===== src/rtl/fetch_queue_pkg.sv =====
// Shared types and constants for the instruction fetch queue.
package fetch_queue_pkg;

  localparam int INST_W = 32;
  localparam int PC_W   = 32;

  // Instruction presented to decode while the queue is empty.
  localparam logic [INST_W-1:0] NOP     = 32'h0000_0000;
  localparam logic [PC_W-1:0]   PC_STEP = 32'h0000_0004;

  typedef enum logic [1:0] {
    ST_IDLE = 2'b00,
    ST_WAIT = 2'b01,
    ST_DROP = 2'b10
  } fq_state_e;

  typedef struct packed {
    logic [INST_W-1:0] inst;
    logic [PC_W-1:0]   pc;
  } fq_entry_t;

  // Sequential fetch address; wraps modulo 2^32.
  function automatic logic [PC_W-1:0] next_pc(input logic [PC_W-1:0] pc);
    return pc + PC_STEP;
  endfunction

endpackage


===== src/rtl/fetch_queue_fifo.sv =====
// Circular storage for fetched {instruction, pc+4} entries.
module fetch_fifo
  import fetch_queue_pkg::*;
#(
  parameter int DEPTH = 4
) (
  input  logic                     clk,
  input  logic                     rst,
  input  logic                     clr,
  input  logic                     push,
  input  fq_entry_t                push_data,
  input  logic                     pop,
  output logic [$clog2(DEPTH):0]   count,
  output fq_entry_t                head_data
);

  localparam int AW = $clog2(DEPTH);
  localparam logic [AW:0] FULL = (AW+1)'(DEPTH);

  fq_entry_t      mem_r [DEPTH];
  logic [AW-1:0]  head_r;
  logic [AW-1:0]  tail_r;
  logic [AW:0]    count_r;
  logic           do_push_s;
  logic           do_pop_s;

  // Never write past full or read below empty, whatever the caller asks.
  always_comb begin
    do_push_s = push && (count_r != FULL) && !clr;
    do_pop_s  = pop && (count_r != {(AW+1){1'b0}}) && !clr;
  end

  // Pointer and occupancy bookkeeping; clear wins over push/pop.
  always_ff @(posedge clk or posedge rst) begin
    if (rst) begin
      head_r  <= {AW{1'b0}};
      tail_r  <= {AW{1'b0}};
      count_r <= {(AW+1){1'b0}};
    end else if (clr) begin
      head_r  <= {AW{1'b0}};
      tail_r  <= {AW{1'b0}};
      count_r <= {(AW+1){1'b0}};
    end else begin
      if (do_push_s) tail_r <= tail_r + AW'(1);
      if (do_pop_s)  head_r <= head_r + AW'(1);
      case ({do_push_s, do_pop_s})
        2'b10:   count_r <= count_r + (AW+1)'(1);
        2'b01:   count_r <= count_r - (AW+1)'(1);
        default: count_r <= count_r;
      endcase
    end
  end

  // Entry storage; contents are only observed through a valid head.
  always_ff @(posedge clk) begin
    if (do_push_s) mem_r[tail_r] <= push_data;
  end

  assign count     = count_r;
  assign head_data = mem_r[head_r];

endmodule


===== src/rtl/fetch_queue.sv =====
// Instruction fetch unit: issues one request at a time to instruction
// memory and buffers returned words for the decode stage.
module fetch_queue
  import fetch_queue_pkg::*;
#(
  parameter int          DEPTH    = 4,
  parameter logic [31:0] RESET_PC = 32'h0000_0000
) (
  input  logic        clk,
  input  logic        rst,
  input  logic        redirect,
  input  logic [31:0] redirect_pc,
  output logic        imem_req,
  output logic [31:0] imem_addr,
  input  logic        imem_rvalid,
  input  logic [31:0] imem_rdata,
  output logic        fq_valid,
  input  logic        fq_ready,
  output logic [31:0] fq_inst,
  output logic [31:0] fq_pc
);

  localparam int CW = $clog2(DEPTH) + 1;
  localparam logic [CW-1:0] FULL = CW'(DEPTH);

  fq_state_e      state_r;
  logic [31:0]    pc_r;
  logic           imem_req_r;
  logic [CW-1:0]  count_s;
  logic [CW-1:0]  post_count_s;
  logic           push_s;
  logic           pop_s;
  logic           fq_valid_s;
  fq_entry_t      push_entry_s;
  fq_entry_t      head_s;

  // Queue handshakes; a redirect suppresses both push and pop.
  always_comb begin
    fq_valid_s        = (count_s != {CW{1'b0}});
    push_s            = (state_r == ST_WAIT) && imem_rvalid && !redirect;
    pop_s             = fq_valid_s && fq_ready && !redirect;
    push_entry_s.inst = imem_rdata;
    push_entry_s.pc   = next_pc(pc_r);
    if (push_s && !pop_s) begin
      post_count_s = count_s + CW'(1);
    end else if (!push_s && pop_s) begin
      post_count_s = count_s - CW'(1);
    end else begin
      post_count_s = count_s;
    end
  end

  fetch_fifo #(
    .DEPTH (DEPTH)
  ) u_fifo (
    .clk       (clk),
    .rst       (rst),
    .clr       (redirect),
    .push      (push_s),
    .push_data (push_entry_s),
    .pop       (pop_s),
    .count     (count_s),
    .head_data (head_s)
  );

  // Request sequencer: at most one request outstanding, and a new one only
  // when the returning word is guaranteed a free slot.
  always_ff @(posedge clk or posedge rst) begin
    if (rst) begin
      state_r    <= ST_IDLE;
      pc_r       <= RESET_PC;
      imem_req_r <= 1'b0;
    end else if (redirect) begin
      pc_r       <= redirect_pc;
      imem_req_r <= 1'b0;
      case (state_r)
        // A request still in flight must have its response swallowed.
        ST_WAIT: state_r <= imem_rvalid ? ST_IDLE : ST_DROP;
        ST_DROP: state_r <= imem_rvalid ? ST_IDLE : ST_DROP;
        default: state_r <= ST_IDLE;
      endcase
    end else begin
      case (state_r)
        ST_IDLE: begin
          if (count_s < FULL) begin
            imem_req_r <= 1'b1;
            state_r    <= ST_WAIT;
          end else begin
            imem_req_r <= 1'b0;
          end
        end
        ST_WAIT: begin
          if (imem_rvalid) begin
            pc_r <= next_pc(pc_r);
            if (post_count_s < FULL) begin
              imem_req_r <= 1'b1;
            end else begin
              imem_req_r <= 1'b0;
              state_r    <= ST_IDLE;
            end
          end else begin
            imem_req_r <= 1'b0;
          end
        end
        ST_DROP: begin
          imem_req_r <= 1'b0;
          if (imem_rvalid) state_r <= ST_IDLE;
        end
        default: begin
          imem_req_r <= 1'b0;
          state_r    <= ST_IDLE;
        end
      endcase
    end
  end

  assign imem_req  = imem_req_r;
  assign imem_addr = pc_r;
  assign fq_valid  = fq_valid_s;
  assign fq_inst   = fq_valid_s ? head_s.inst : NOP;
  assign fq_pc     = fq_valid_s ? head_s.pc   : 32'h0000_0000;

endmodule


===== config.mk =====
export PLATFORM = sky130hd
export DESIGN_NAME = fetch_queue
export DESIGN_NICKNAME = d
export VERILOG_FILES = /design/src/rtl/fetch_queue_pkg.sv /design/src/rtl/fetch_queue_fifo.sv /design/src/rtl/fetch_queue.sv
export SDC_FILE = /design/constraint.sdc
export NUM_CORES = 1
export LEC_CHECK = 0
export CAP_MARGIN = 20
export CORE_UTILIZATION = 50
export DETAILED_ROUTE_END_ITERATION = 6
export GPL_ROUTABILITY_DRIVEN = 0
export PLACE_DENSITY = 0.88
export SYNTH_ARGS = -nofsm -noshare
export SYNTH_HDL_FRONTEND = slang
export SYNTH_HIERARCHICAL = 1
export SYNTH_SLANG_ARGS = --single-unit

===== constraint.sdc =====
create_clock -name clk -period 3.8 [get_ports clk]
set_input_delay 0.38 -clock clk [delete_from_list [all_inputs] [get_ports clk]]
set_output_delay 0.38 -clock clk [all_outputs]
set_load 0.02 [all_outputs]

# == Word-level counts from Yosys, hierarchy flattened ==
# Memory sizes are Yosys's and may differ from the RTL's.
# Index checks and enable logic that the tools add are counted.
# totals
n_memories,1
out_inout_bits,98
register_bits,42
ramBits,256
input_bits,69
wordCells,74
# mem_list
memory,depth,width,rd,rd_ports_with_merged_regs,write_ports,line,text
u_fifo.mem_r,4,64,1,0,1,fetch_queue_fifo.sv:20,fq_entry_t mem_r [DEPTH];
# classes
n_eq_ne,9
mux,28
magnitude_cmp,2
n_reduce_logical,23
addsub,5
# op_table
cell,count
2-to-1 mux 32 bit,5
"adder 32 x 3 -> 32 bit, second input constant",1
2-to-1 mux 2 bit,11
"!= test 3 bit, second input constant",5
logical AND 1 bit,10
2-to-1 mux 3 bit,3
nonzero test 2 bit,4
"< comparator 3 bit, second input constant",2
2-to-1 mux 1 bit,6
one-hot mux 2 bit (3 select lines),1
one-hot mux 3 bit (2 select lines),1
nonzero test 3 bit,2
"adder 2 x 1 -> 2 bit, second input constant",2
"== test 2 x 1 -> 1 bit, second input constant",2
"== test 2 bit, second input constant",2
AND reduction 4 bit,1
"adder 3 x 1 -> 3 bit, second input constant",1
logical NOT 1 bit,3
"subtractor 3 x 1 -> 3 bit, second input constant",1
logical NOT 2 bit,1
one-hot mux 1 bit (2 select lines),1
AND reduction 2 bit,1
OR reduction 2 bit,1

# == Logic depth before layout (Yosys ltp) ==
# logic_depth
ltp_word,12
depth_mapped,12
ltp_nobuf,10

# == Hierarchy ==
# The synthesis kept the hierarchy.
# by_module_without_submodules
mod,area_per_inst_um2,cells_per_inst,n_inst,seq_area_each_um2
fetch_fifo,9776.9,395,1,7862.5
fetch_queue,3109.2,392,1,875.8

# == Least setup slack after synthesis ==
# No wires, ideal clock.
# synth_path
path_type,register to register
start,register state_r[1]
end,memory u_fifo/mem_r[0][0] in the netlist's numbering (enable)
slack_ns,0.304
required_ns,3.371
path_stages_with_launch,10
setup_ns,0.429
period_less_slack_ns,3.496
path_buffers,2
t_arrival_ns,3.067
cell_sequence,dfrtp_1 inv_1 ha_1 nand2_1 clkbuf_1 nor2_1 buf_2 o21ai_4 nor2_1 and2_1
# synth_via
elab_chain_cells,7
# synth_lines
item,line,text
start: declaration,fetch_queue.sv:26,fq_state_e state_r;
start signal: assignment,fetch_queue.sv:78,ST_WAIT: state_r <= imem_rvalid ? ST_IDLE : ST_DROP;
start signal: assignment,fetch_queue.sv:79,ST_DROP: state_r <= imem_rvalid ? ST_IDLE : ST_DROP;
== test 2 x 1 -> 1 bit,fetch_queue.sv:40,push_s = (state_r == ST_WAIT) && imem_rvalid && !redirect;
logical AND 1 bit (2 in a row),fetch_queue.sv:40,
via push_s,fetch_queue.sv:31,logic push_s;
logical AND 1 bit (2 in a row),fetch_queue_fifo.sv:29,do_push_s = push && (count_r != FULL) && !clr;
2-to-1 mux 1 bit,fetch_queue_fifo.sv:56,if (do_push_s) mem_r[tail_r] <= push_data;
2-to-1 mux 1 bit (not written as such),fetch_queue_fifo.sv:56,
end: declaration,fetch_queue_fifo.sv:20,
# The timed path passes the listed nets, and every way through them passes these cells.

# == Final worst setup path ==
# layout_path
start,register u_fifo.count_r[2] (netlist: u_fifo/count[2])
end,output fq_pc[18]
# layout_via
elab_chain_cells,2
# layout_lines
item,line,text
start: declaration,fetch_queue_fifo.sv:23,logic [AW:0] count_r;
start signal: assignment,fetch_queue_fifo.sv:38,count_r <= {(AW+1){1'b0}};
start signal: assignment,fetch_queue_fifo.sv:42,count_r <= {(AW+1){1'b0}};
start signal: assignment,fetch_queue_fifo.sv:47,2'b10: count_r <= count_r + (AW+1)'(1);
nonzero test 3 bit,fetch_queue.sv:39,fq_valid_s = (count_s != {CW{1'b0}});
2-to-1 mux 32 bit,fetch_queue.sv:121,assign fq_pc = fq_valid_s ? head_s.pc : 32'h0000_0000;
end: declaration,fetch_queue.sv:20,output logic [31:0] fq_pc
# No other way between the ends.

==> impl_metrics.yaml <==
outcome:
  status: "completed"
worst_setup_path:
  critical_path_buf_inv_count: 2
  cp_slowest_cell: "or3_2"
  timing.critical_path.cells: "or3_2 -> buf_4 -> and2_1 -> clkdlybuf4s50_1"
  worst-endpoint-required_ps: 3420
  critical_path.endpoint_type: "output pin"
  category_of_the_worst_setup_path_launch_point: "flip-flop"
  critPathMaxFanout: 65
  arrival_worst_endpoint_ps: 2820
  family_with_the_most_delay_on_the_worst_path: "buffers and inverters"
  worst_setup_path_class: "reg2out"
  crit_path_max_incr_delay_ps: 560
sta:
  slew_violations: 0
  timing.final.crit_share_pct: 84.25
  setup-tns-final_ps: 0
  timing.clock.skew_ps: 10.44
  worst_slew_pin_slew_ps: 969.0
  slew_headroom_pct: 35.40
  setup_viol: 0
  unrepaired_setup_endpoints_after_global_routing: "no"
  layout_min_cycle_time_ps: 3201
  worst_hold_slack_ps: 169.2
  max_freq_mhz: 312.4
  timing.final.hold_violations: 0
clocking:
  cts_setup_buffers: 0
  cts.repair.resized: 0
  clock_tree.htree_level_count: 1
  worst_setup_hold_path_clk_slew_ps: 60
  cts.hold.buffers_added: 0
  cts.path.max_buffers: 3
  clk-insertion-delay-late_ps: 540
  cts_tree: "done"
  numCtsBuffers: 30
  cts_num_sinks: 298
  ctsRootBufferMaster: "clkbuf_16"
cells_and_area:
  areaGrowthSynthToFinish_pct: 22.80
  final_cells: 1303
  drive_gt1_share_pct: 15.02
  finish.instance_area_um2: 15820
  design.final.nets: 1026
route:
  vias: 7451
  drt_iter0_markers: 576
  routedWlPerCell_um: 21.29
  route.met3.wl_mm: 1.881
  firstDrtPassIters: 5
  top_signal_layer_used: "met4"
  post_drt_via_cell_ratio: 5.718
  met2_wirelength_mm: 13.92
  routed_wirelength_mm: 27.75
  ant_nets: 0
  met1_length_mm: 11.22
  drt_drc_violations_left: 0
die:
  io_pins: 167
  cell_row_count: 58
  design.core.area_um2: 25250
  die_area_um2: 26420
  floorplan.die.width_um: 162.5
  start_util_pct: 51.03
  floorplan.die.height_um: 162.5
pwr:
  static-leakage-power_uw: 0.005219
  power_uw: 7666
  netsw_uw: 1780
  power_frac_clock_pct: 38.6
  netSwitchingFraction_pct: 23.22
  power_frac_seq_pct: 49.2
  vdd.ir_drop.worst_v: 0.0003952
  power_density_over_the_cells_nw_per_um2: 484.5
  power_frac_comb_pct: 12.1
  power_report.internal_total_uw: 5886
synth:
  postSynth.topFlopCell: "edfxtp_1"
  synthesis.area_um2: 12890
  synth_async_reset_ratio_pct: 14.09
  synth-edff-count: 256
  synthesis.area_per_instance_um2: 16.37
  synth_fp_nets: 865
  synth-seq-area-share_pct: 67.81
  ys_warn_count: 6
  ff_latch_count_synth: 298
  yosysUniqueCellTypes: 59
  synth_instances: 787
run:
  max_cap_violations: 0
worst_hold_path:
  hold_path.class: "in2async"
place:
  placedCellCount: 1246
  detailedPlacementHpwl_mm: 17.77
  numPortBuffers: 166
  dpl-instance-area_um2: 14810
grt:
  grt_pass1_wl_mm: 42.98
  grt_antenna_before_repair: 1
  global_route.overflow_total: 0
  global_route_usage_sum_pct: 21.31
  grt_max_degree: 66
  number_of_global_route_vias_before_repair: 7653
-- power by group through the flow --
stage / logic (uW) / clock network [uW] / registers, uW
detailed placement: 924 / 0 / 3840
global route: 997 / 3150 / 3790
global placement: 898 / 0 / 3830
floorplan: 491 / 0 / 3840
finish: 928 / 2960 / 3780
CTS: 931 / 3020 / 3770
-- cell usage after synthesis (all sizes together), types with 2 or more instances --
| library cell | instances | share of area (%) |
|---|---|---|
| edfxtp | 256 | 60 |
| and2 | 71 | 3.4 |
| mux4 | 64 | 11 |
| dfrtp | 42 | 8.2 |
| nand2 | 38 | 1.1 |
| buf | 31 | 1.8 |
| nor2 | 28 | 0.82 |
| xnor2 | 28 | 1.9 |
| nand3 | 26 | 1.0 |
| o21ai | 24 | 1.0 |
| clkbuf | 21 | 0.74 |
| xor2 | 17 | 1.2 |
| nand4 | 16 | 0.94 |
| inv | 14 | 0.41 |
| nor3 | 14 | 0.54 |
| a31oi | 12 | 0.58 |
| or4 | 9 | 0.52 |
| ha | 8 | 0.78 |
| a21oi | 7 | 0.27 |
| or3 | 7 | 0.35 |
| and4 | 6 | 0.41 |
| o31ai | 6 | 0.35 |
| nor4 | 5 | 0.36 |
| and3 | 4 | 0.19 |
| mux2 | 3 | 0.26 |
| mux2i | 3 | 0.23 |
| nand2b | 3 | 0.15 |
| o211ai | 3 | 0.17 |
| a211o | 2 | 0.14 |
| a31o | 2 | 0.14 |
| nor2b | 2 | 0.097 |
| o22ai | 2 | 0.097 |
-- logic make-up (layout without fill, tap and decap cells) --
logic type	count (synthesis)	count (layout)	share of synthesized area, %
buffers and inverters	67	252	3.010
flip-flops	298	298	67.81
multiplexers	70	70	11.68
other	0	1	0
adder cells (fa/ha/maj)	9	9	0.9322
AO/OA/AOI/OAI	64	64	3.175
AND/OR/NAND/NOR	234	234	10.33
XOR/XNOR	45	45	3.059
-- path summary, 6_finish.rpt --
kind	startpoint	depth (start not counted)	slack, ps	end
setup / recovery	u_fifo/count[2]	4	600	fq_pc[18]
hold / removal	rst	2	170	u_fifo/count[2]
setup reg to reg	state_r[1]	8	920	u_fifo/mem_r[1][53]
hold reg to reg	imem_addr[1]	0	540	u_fifo/mem_r[1][1]
max in group asynchronous	rst	3	2790	imem_addr[1]
min in group clk	redirect	2	220	u_fifo/tail_r[0]
-- worst register-to-register path, stage by stage (launching register included) --
cell and delay, ps:
dfrtp_1 390, inv_1 80, ha_1 210, nand2_1 350, nor2_1 350, o21ai_4 130, nor2_1 240, and2_4 500
buf_4 310
-- cells in the final DEF (no fill, tap or decap), drive strengths merged, types with 3 or more instances in the layout --
cell           count
xnor2             28
ha                 8
mux2i              3
bufinv             3
xor2              17
mux4              64
edfxtp           256
and4               6
and3               4
nor4               5
o211ai             3
clkinv             6
nand2             38
clkdlybuf4s50    165
mux2               3
a31oi             12
clkbuf            45
nor2              28
and2              71
nand2b             3
nand3             26
buf               17
nor3              14
o31ai              6
dfrtp             42
a21oi              7
or3                7
nand4             16
or4                9
inv               14
o21ai             24
-- layout make-up --
| type | count | area (um^2) |
|---|---|---|
| Clock buffer | 45 | 878.3 |
| Sequential cell | 298 | 8746 |
| Multi-Input combinational cell | 422 | 3771 |
| Inverter | 14 | 52.55 |
| Clock inverter | 11 | 133.9 |
| Fill cell | 1756 | 9430 |
| Tap cell | 330 | 412.9 |
| Antenna cell | 1 | 2.502 |
| Timing Repair Buffer | 182 | 1827 |
-- through the flow --
step | utilization [%] | setup WS, ps
final | 62.66 | 598.6
after global placement | 58.64 | 794.8
after detailed placement | 58.64 | 684.1
after global routing | 62.66 | 504.9
after CTS | 62.65 | 567.3
after floorplan | - | 304.1
-- state kept, by name, indices dropped and copies added, names as in the netlist --
register / cells
u_fifo/tail_r: 2
imem_req: 1
state_r: 2
u_fifo/head_r: 2
u_fifo/count: 3
imem_addr: 32
u_fifo/mem_r: 256
-- metal layers --
layer / global-route usage, % / up-vias
li1: - / 3356
met3: 3.183 / 52
met5: 0 / -
met1: 28.16 / 3695
met4: 6.585 / 0
met2: 36.56 / 348
Power figures use the tool's default switching activity.
